### src/rtl/uart_baud_gen_param.sv
// Programmable UART baud tick generator: oversample, bit and mid-bit ticks from a runtime divisor.
// Optional fractional divisor accumulator enabled by defining UART_BAUD_FRAC_EN.
module uart_baud_gen_param #(
  parameter int DIV_WIDTH   = 16,
  parameter int DEFAULT_DIV = 27,
  parameter int OVERSAMPLE  = 16
`ifdef UART_BAUD_FRAC_EN
  ,
  parameter int FRAC_WIDTH  = 4
`endif
) (
  input  logic                 clock_i,
  input  logic                 reset_i,
  input  logic                 enable_i,
  input  logic                 resync_i,
  input  logic                 div_load_i,
  input  logic [DIV_WIDTH-1:0] div_value_i,
`ifdef UART_BAUD_FRAC_EN
  input  logic [FRAC_WIDTH-1:0] frac_value_i,
`endif
  output logic                 os_tick_o,
  output logic                 tx_tick_o,
  output logic                 mid_tick_o,
  output logic                 div_pending_o,
  output logic                 load_err_o
);

  localparam int                  OS_W    = $clog2(OVERSAMPLE);
  localparam logic [OS_W-1:0]     OS_LAST = OS_W'(OVERSAMPLE - 1);
  localparam logic [OS_W-1:0]     OS_MID  = OS_W'(OVERSAMPLE / 2 - 1);
  localparam logic [DIV_WIDTH-1:0] DEF_DIV = DIV_WIDTH'(DEFAULT_DIV);

  logic [DIV_WIDTH-1:0] cnt_q, cnt_d;
  logic [OS_W-1:0]      os_cnt_q, os_cnt_d;
  logic [DIV_WIDTH-1:0] div_act_q, div_act_d;
  logic [DIV_WIDTH-1:0] div_shadow_q, div_shadow_d;
  logic                 div_pending_q, div_pending_d;
  logic                 os_tick_q, os_tick_d;
  logic                 tx_tick_q, tx_tick_d;
  logic                 mid_tick_q, mid_tick_d;
  logic                 load_err_q, load_err_d;

  logic                 stretch;
  logic [DIV_WIDTH:0]   term_cnt;
  logic                 wrap;
  logic                 apply;
  logic                 load_ok;

`ifdef UART_BAUD_FRAC_EN
  logic [FRAC_WIDTH-1:0] acc_q, acc_d;
  logic                  extra_q, extra_d;
  assign stretch = extra_q;
`else
  assign stretch = 1'b0;
`endif

  // Compare one bit wider so a stretched period at the maximum divisor cannot overflow.
  assign term_cnt = {1'b0, div_act_q} - (DIV_WIDTH + 1)'(1) + {{DIV_WIDTH{1'b0}}, stretch};
  // >= rather than == keeps the counter bounded if a smaller divisor lands while cnt is held.
  assign wrap     = ({1'b0, cnt_q} >= term_cnt);
  assign load_ok  = div_load_i && (div_value_i != '0);

  // NOTE: every signal written here gets a default first, so no path can infer a latch.
  always_comb begin
    cnt_d         = cnt_q;
    os_cnt_d      = os_cnt_q;
    div_act_d     = div_act_q;
    div_shadow_d  = div_shadow_q;
    div_pending_d = div_pending_q;
    os_tick_d     = 1'b0;
    tx_tick_d     = 1'b0;
    mid_tick_d    = 1'b0;
    load_err_d    = div_load_i && (div_value_i == '0);
    apply         = 1'b0;
`ifdef UART_BAUD_FRAC_EN
    acc_d         = acc_q;
    extra_d       = extra_q;
`endif

    if (resync_i) begin
      cnt_d    = '0;
      os_cnt_d = '0;
      apply    = 1'b1;
`ifdef UART_BAUD_FRAC_EN
      acc_d    = '0;
      extra_d  = 1'b0;
`endif
    end else if (enable_i) begin
      if (wrap) begin
        cnt_d      = '0;
        os_tick_d  = 1'b1;
        tx_tick_d  = (os_cnt_q == OS_LAST);
        mid_tick_d = (os_cnt_q == OS_MID);
        os_cnt_d   = os_cnt_q + OS_W'(1);
        apply      = 1'b1;
`ifdef UART_BAUD_FRAC_EN
        {extra_d, acc_d} = {1'b0, acc_q} + {1'b0, frac_value_i};
`endif
      end else begin
        cnt_d = cnt_q + DIV_WIDTH'(1);
      end
    end else begin
      // Counters are frozen, so the shadow can be promoted without disturbing a period.
      apply = 1'b1;
    end

    if (apply) begin
      div_act_d     = div_shadow_q;
      div_pending_d = 1'b0;
    end
    if (load_ok) begin
      div_shadow_d  = div_value_i;
      div_pending_d = 1'b1;
    end
  end

  // NOTE: sequential state uses non-blocking assignments so all registers update together.
  always_ff @(posedge clock_i) begin
    if (reset_i) begin
      cnt_q         <= '0;
      os_cnt_q      <= '0;
      div_act_q     <= DEF_DIV;
      div_shadow_q  <= DEF_DIV;
      div_pending_q <= 1'b0;
      os_tick_q     <= 1'b0;
      tx_tick_q     <= 1'b0;
      mid_tick_q    <= 1'b0;
      load_err_q    <= 1'b0;
`ifdef UART_BAUD_FRAC_EN
      acc_q         <= '0;
      extra_q       <= 1'b0;
`endif
    end else begin
      cnt_q         <= cnt_d;
      os_cnt_q      <= os_cnt_d;
      div_act_q     <= div_act_d;
      div_shadow_q  <= div_shadow_d;
      div_pending_q <= div_pending_d;
      os_tick_q     <= os_tick_d;
      tx_tick_q     <= tx_tick_d;
      mid_tick_q    <= mid_tick_d;
      load_err_q    <= load_err_d;
`ifdef UART_BAUD_FRAC_EN
      acc_q         <= acc_d;
      extra_q       <= extra_d;
`endif
    end
  end

  assign os_tick_o     = os_tick_q;
  assign tx_tick_o     = tx_tick_q;
  assign mid_tick_o    = mid_tick_q;
  assign div_pending_o = div_pending_q;
  assign load_err_o    = load_err_q;

endmodule

### config.mk
export PLATFORM = sky130hd
export DESIGN_NAME = uart_baud_gen_param
export DESIGN_NICKNAME = d
export VERILOG_FILES = /design/src/rtl/uart_baud_gen_param.sv
export SDC_FILE = /design/constraint.sdc
export NUM_CORES = 1
export LEC_CHECK = 0
export BUFFER_PORTS_ARGS = -buffer_cell sky130_fd_sc_hd__buf_2
export CORE_MARGIN = 8
export CORE_UTILIZATION = 45
export CTS_CLUSTER_DIAMETER = 200
export CTS_CLUSTER_SIZE = 16
export DETAILED_ROUTE_END_ITERATION = 6
export PLACE_DENSITY = 0.69
export SLEW_MARGIN = 5
export SYNTH_ARGS = -nofsm -noshare
export SYNTH_HDL_FRONTEND = slang
export SYNTH_SLANG_ARGS = --single-unit
### constraint.sdc
create_clock -name clock_i -period 4.35 [get_ports clock_i]
set_clock_uncertainty 0.15 [all_clocks]
set_input_delay 0.87 -clock clock_i [delete_from_list [all_inputs] [get_ports clock_i]]
set_output_delay 0.87 -clock clock_i [all_outputs]
set_load 0.005 [all_outputs]
* Yosys cells after proc, flatten, opt, wreduce, memory -nomap -nowiden
Cells that the tools add are included. W data, S select, Z words.
Word-level totals: memories 0, latch bits 0, flip-flop bits (word level) 57, output and inout bits 5, logic and storage cells 32, ROM bits 0, RAM bits 0, input bits 21
Cells by class: add/sub/neg operators 3, multiply operators 0, multiplexer cells 6, eq/ne operators 2, $lt $le $gt $ge 1, shift operators 0, divide/modulo/power cells 0, bitwise operators 2, reductions and logical operators 9
Operators by type and width (number):
- $ge A16 B17 Y1 | 1
- $sub A16 B1 Y17 const B | 1
- $add A16 B1 Y16 const B | 1
- $logic_not A16 Y1 | 1
- $mux W16 | 1
- $reduce_bool A16 Y1 | 1
- $mux W1 | 5
- $add A4 B1 Y4 const B | 1
- $eq A4 B3 Y1 const B | 1
- $eq A4 B4 Y1 const B | 1
- $reduce_or A4 Y1 | 1
- $reduce_or A3 Y1 | 1
- $logic_and A1 B1 Y1 | 2
- $not A1 Y1 | 2
- $reduce_and A2 Y1 | 1
- $reduce_bool A2 Y1 | 1
- $reduce_or A2 Y1 | 1

* Depth between registers and ports, before layout
word-level depth 7, depth in mapped cells 14, mapped depth without buffers 12

* Worst setup path before layout
No wires, ideal clock.
path type reg2reg, start point register div_act_q[0], end point register cnt_q[10], data arrival time 3.001 ns, setup slack 1.081 ns, path buffers 2, cell stages (with the launch flop) 13, setup time 0.117 ns, path through dfxtp_1 nor4_1 nand2_1 nor4_1 xnor2_1 ha_1 nand3_1 a2111o_1 and4_1 clkbuf_1 o21ai_1 buf_2 nor2_1
On the way: longest elaborated chain between the ends 3
RTL lines:
- from (decl) | line 35 | logic [DIV_WIDTH-1:0] div_act_q, div_act_d;
- from (signal assigned) | line 136 | div_act_q <= div_act_d;
- $sub A16 B1 Y17 | line 58 | assign term_cnt = {1'b0, div_act_q} - (DIV_WIDTH + 1)'(1) + {{DIV_WIDTH{1'b0}}, stretch};
- $ge A16 B17 Y1 | line 60 | assign wrap = ({1'b0, cnt_q} >= term_cnt);
- $mux W16 | line 89 | if (wrap) begin
- to (signal assigned) | line 134 | cnt_q <= cnt_d;
- to (decl) | line 33 | logic [DIV_WIDTH-1:0] cnt_q, cnt_d;
Every way passes these cells. A chain may end at the register's enable or synchronous reset.

* Worst setup path after layout
start point register div_act_q[0], end point register div_act_q[0]
On the way: longest elaborated chain between the ends 5
RTL lines:
- $sub A16 B1 Y17 | line 58
- $ge A16 B17 Y1 | line 60
- $mux W1 | line 89
- $mux W1 | line 88 | end else if (enable_i) begin
- $mux W1 | line 80 | if (resync_i) begin
Every way passes these cells.

==> flow_summary.toml <==
[status]
outcome = "complete, no violations"

[die]
start_util_pct = 46.7
die_area_um2 = 9490
row_count = 29
io-pin-count = 26
die_y_um = 97.4
die_width_um = 97.4
core_area_um2 = 6390

[run]
cap_viol_max_count = 0

[power]
power.density_nw_per_um2 = 353
p_leak_uw = 0.00135
peakVddDrop_mv = 0.332

[final_layout]
drive_gt1_share_pct = 13.6
syn_to_final_growth_pct = 12.2
regArea_um2 = 1140
nets = 396
fin_util_pct = 52.4
multi_input_area_um2 = 1740
fillers = 603
diodes = 0

[route]
final_antenna_net_count = 0
first_pass_iters = 4
drt-initial-drc-count = 103
wl_per_cell_um = 12.5
remaining_drc_errors = 0
finalWirelength_um = 5480
num_vias = 2298
via_per_inst = 5.26

[global_routing]
grt_pass1_wl_um = 9840
antenna_found_initial = 0
grt_pass1_vias = 2299
grt_max_degree = 54
overflow = 0
grt_usage_pct = 12.2

[setup_path]
cp-end-kind = "register"
cp_max_fo = 17
reg2reg_slack_ns = 0.79
worstSetupStartpointType = "register"
worst-endpoint-arrival_ns = 3.67
critical_path_required_ns = 4.46
worst-setup-path-type = "register to register"

[sta]
hold_viol_final = 0
report.final.slew_viol_count = 0
rsz0062_at_grt = "false"
setup_viol = 0
fmax_ghz = 0.281
tightestPinTransition_ns = 0.761
period_minus_slack_ns = 3.56
fin_crit_sh_pct = 81.8
fin_ws_ns = 0.793
hold_ws_ns = 0.308
maxSlewHeadroom_pct = 49.2
tns_ns = 0

[hold_path]
worstHoldPathType = "register to register"

[synthesis]
synthArstFlopShare_pct = 0
yosys-top-cells-area = "dfxtp_1, mux2i_1, ha_1"
synth.distinct_cells = 44
synth-main-ff-cell = "dfxtp_1"
syn_area_per_cell_um2 = 8.93
synth.yosys.seq_area_share_pct = 38.3
synth_top_area_cell = "dfxtp_1"
ys_ff_latch = 57
synth_edf_count = 0
yosys_warnings = 0
netlist_area_um2 = 2980
yosys.area.top_type_share_pct = 38.3
syn-num-nets = 374
syn_inst = 334

[clocking]
cts.path.max_buffers = 2
ctsResizeCount = 0
h-tree-depth = 3
cts-root-buf = "clkbuf_8"
cts.sinks = 57
cts_buffers = 9
ctsHoldBuffers = 0
clk_latency_ns = 0.33
cts_tree = "built"
clk_pin_slew_ns = 0.07
post_cts_buffers = 0

[placed_design]
portBuffers = 25
gp_congestion = 0.863
hpwl_um = 4060
place_ws_ns = 0.823
## final cells by class
| class | instances | share of cell area [%] |
|---|---|---|
| flip-flops and latches | 57 | 34.1 |
| clock buffers | 10 | 4.11 |
| repair buffers | 26 | 3.96 |
| clock inverters | 5 | 2.39 |
| multi-input cells | 256 | 51.9 |
| inverters | 6 | 0.673 |
| well taps | 77 | 2.88 |
## report_power, final
group / internal [uW] / total [uW] / switching [uW] / leakage [uW]
Combinational: 41.6 / 89.5 / 47.9 / 0.000780
Sequential: 539 / 553 / 13.7 / 0.000465
Clock: 333 / 541 / 208 / 0.000104
Total: 914 / 1180 / 269 / 0.00135
## synthesized netlist by cell type, drive strengths merged (2+ instances only)
cell	number
dfxtp	57
nor2	45
nand2	31
mux2i	27
nand2b	26
ha	19
xnor2	14
xor2	13
a21oi	12
clkbuf	12
nand4	11
nor4	10
nand3	9
inv	6
nor3	5
o21ai	5
and3	3
buf	3
nand3b	3
and2b	2
and4	2
nor2b	2
or3	2
## logic make-up after synthesis
kind of cell,synth area share [%]
AND/OR/NAND/NOR,26.7
XOR/XNOR,7.93
flip-flops,38.3
adder cells (fa/ha/maj),7.97
buffers and inverters,3.48
AO/OA/AOI/OAI,6.59
multiplexers,9.06
## flip-flops by register name, summed over array words and instances (netlist names)
| signal | flops |
|---|---|
| cnt_q | 16 |
| div_act_q | 16 |
| div_shadow_q | 16 |
| os_cnt_q | 4 |
| div_pending_o | 1 |
| load_err_o | 1 |
| mid_tick_o | 1 |
| os_tick_o | 1 |
| tx_tick_o | 1 |
## stage by stage
step           std cells  power (uW)  instance area [um^2]
2_1_floorplan        334         630                  2980
3_3_place_gp         422         652                  3130
3_5_place_dp         422         654                  3130
4_1_cts              437        1200                  3350
5_1_grt              437        1240                  3350
6_report             437        1180                  3350
## metal layers
layer,vias up,global-route usage (%),part of all wire (%)
met4,0,5.94,1.7
met5,-,0,0
met2,46,18.7,42
li1,1203,-,-
met1,1039,15.2,52
met3,10,3.70,3.8
## cell usage in the layout (no fill, tap or decap), drive strengths merged, types with 3 or more instances in the layout
cell type / instances
buf: 26
nor3: 5
nand4: 11
xor2: 13
o21ai: 5
ha: 19
nand3b: 3
xnor2: 14
mux2i: 27
dfxtp: 57
nor2: 45
and3: 3
nor4: 10
inv: 6
nand2b: 26
clkbuf: 10
a21oi: 12
nand3: 9
nand2: 31
## final timing paths
path	from	end	cells after the start
setup reg to reg	div_act_q[0]	div_act_q[0]	11
hold / removal	div_shadow_q[15]	div_shadow_q[15]	2
setup / recovery	div_act_q[0]	div_act_q[0]	11
hold reg to reg	div_shadow_q[15]	div_shadow_q[15]	2
## worst max-delay path, stage by stage, from the launching register on
cell and delay, ns:
dfxtp_1 0.34, nor4_1 0.53, nand2_1 0.21, nor4_1 0.33, xnor2_1 0.17, ha_1 0.27, nand3_1 0.13, nor2_1 0.06
a2bb2oi_1 0.18, nand4_1 0.21, a21oi_4 0.63, mux2i_1 0.27
(Power assumes the default switching activity.)
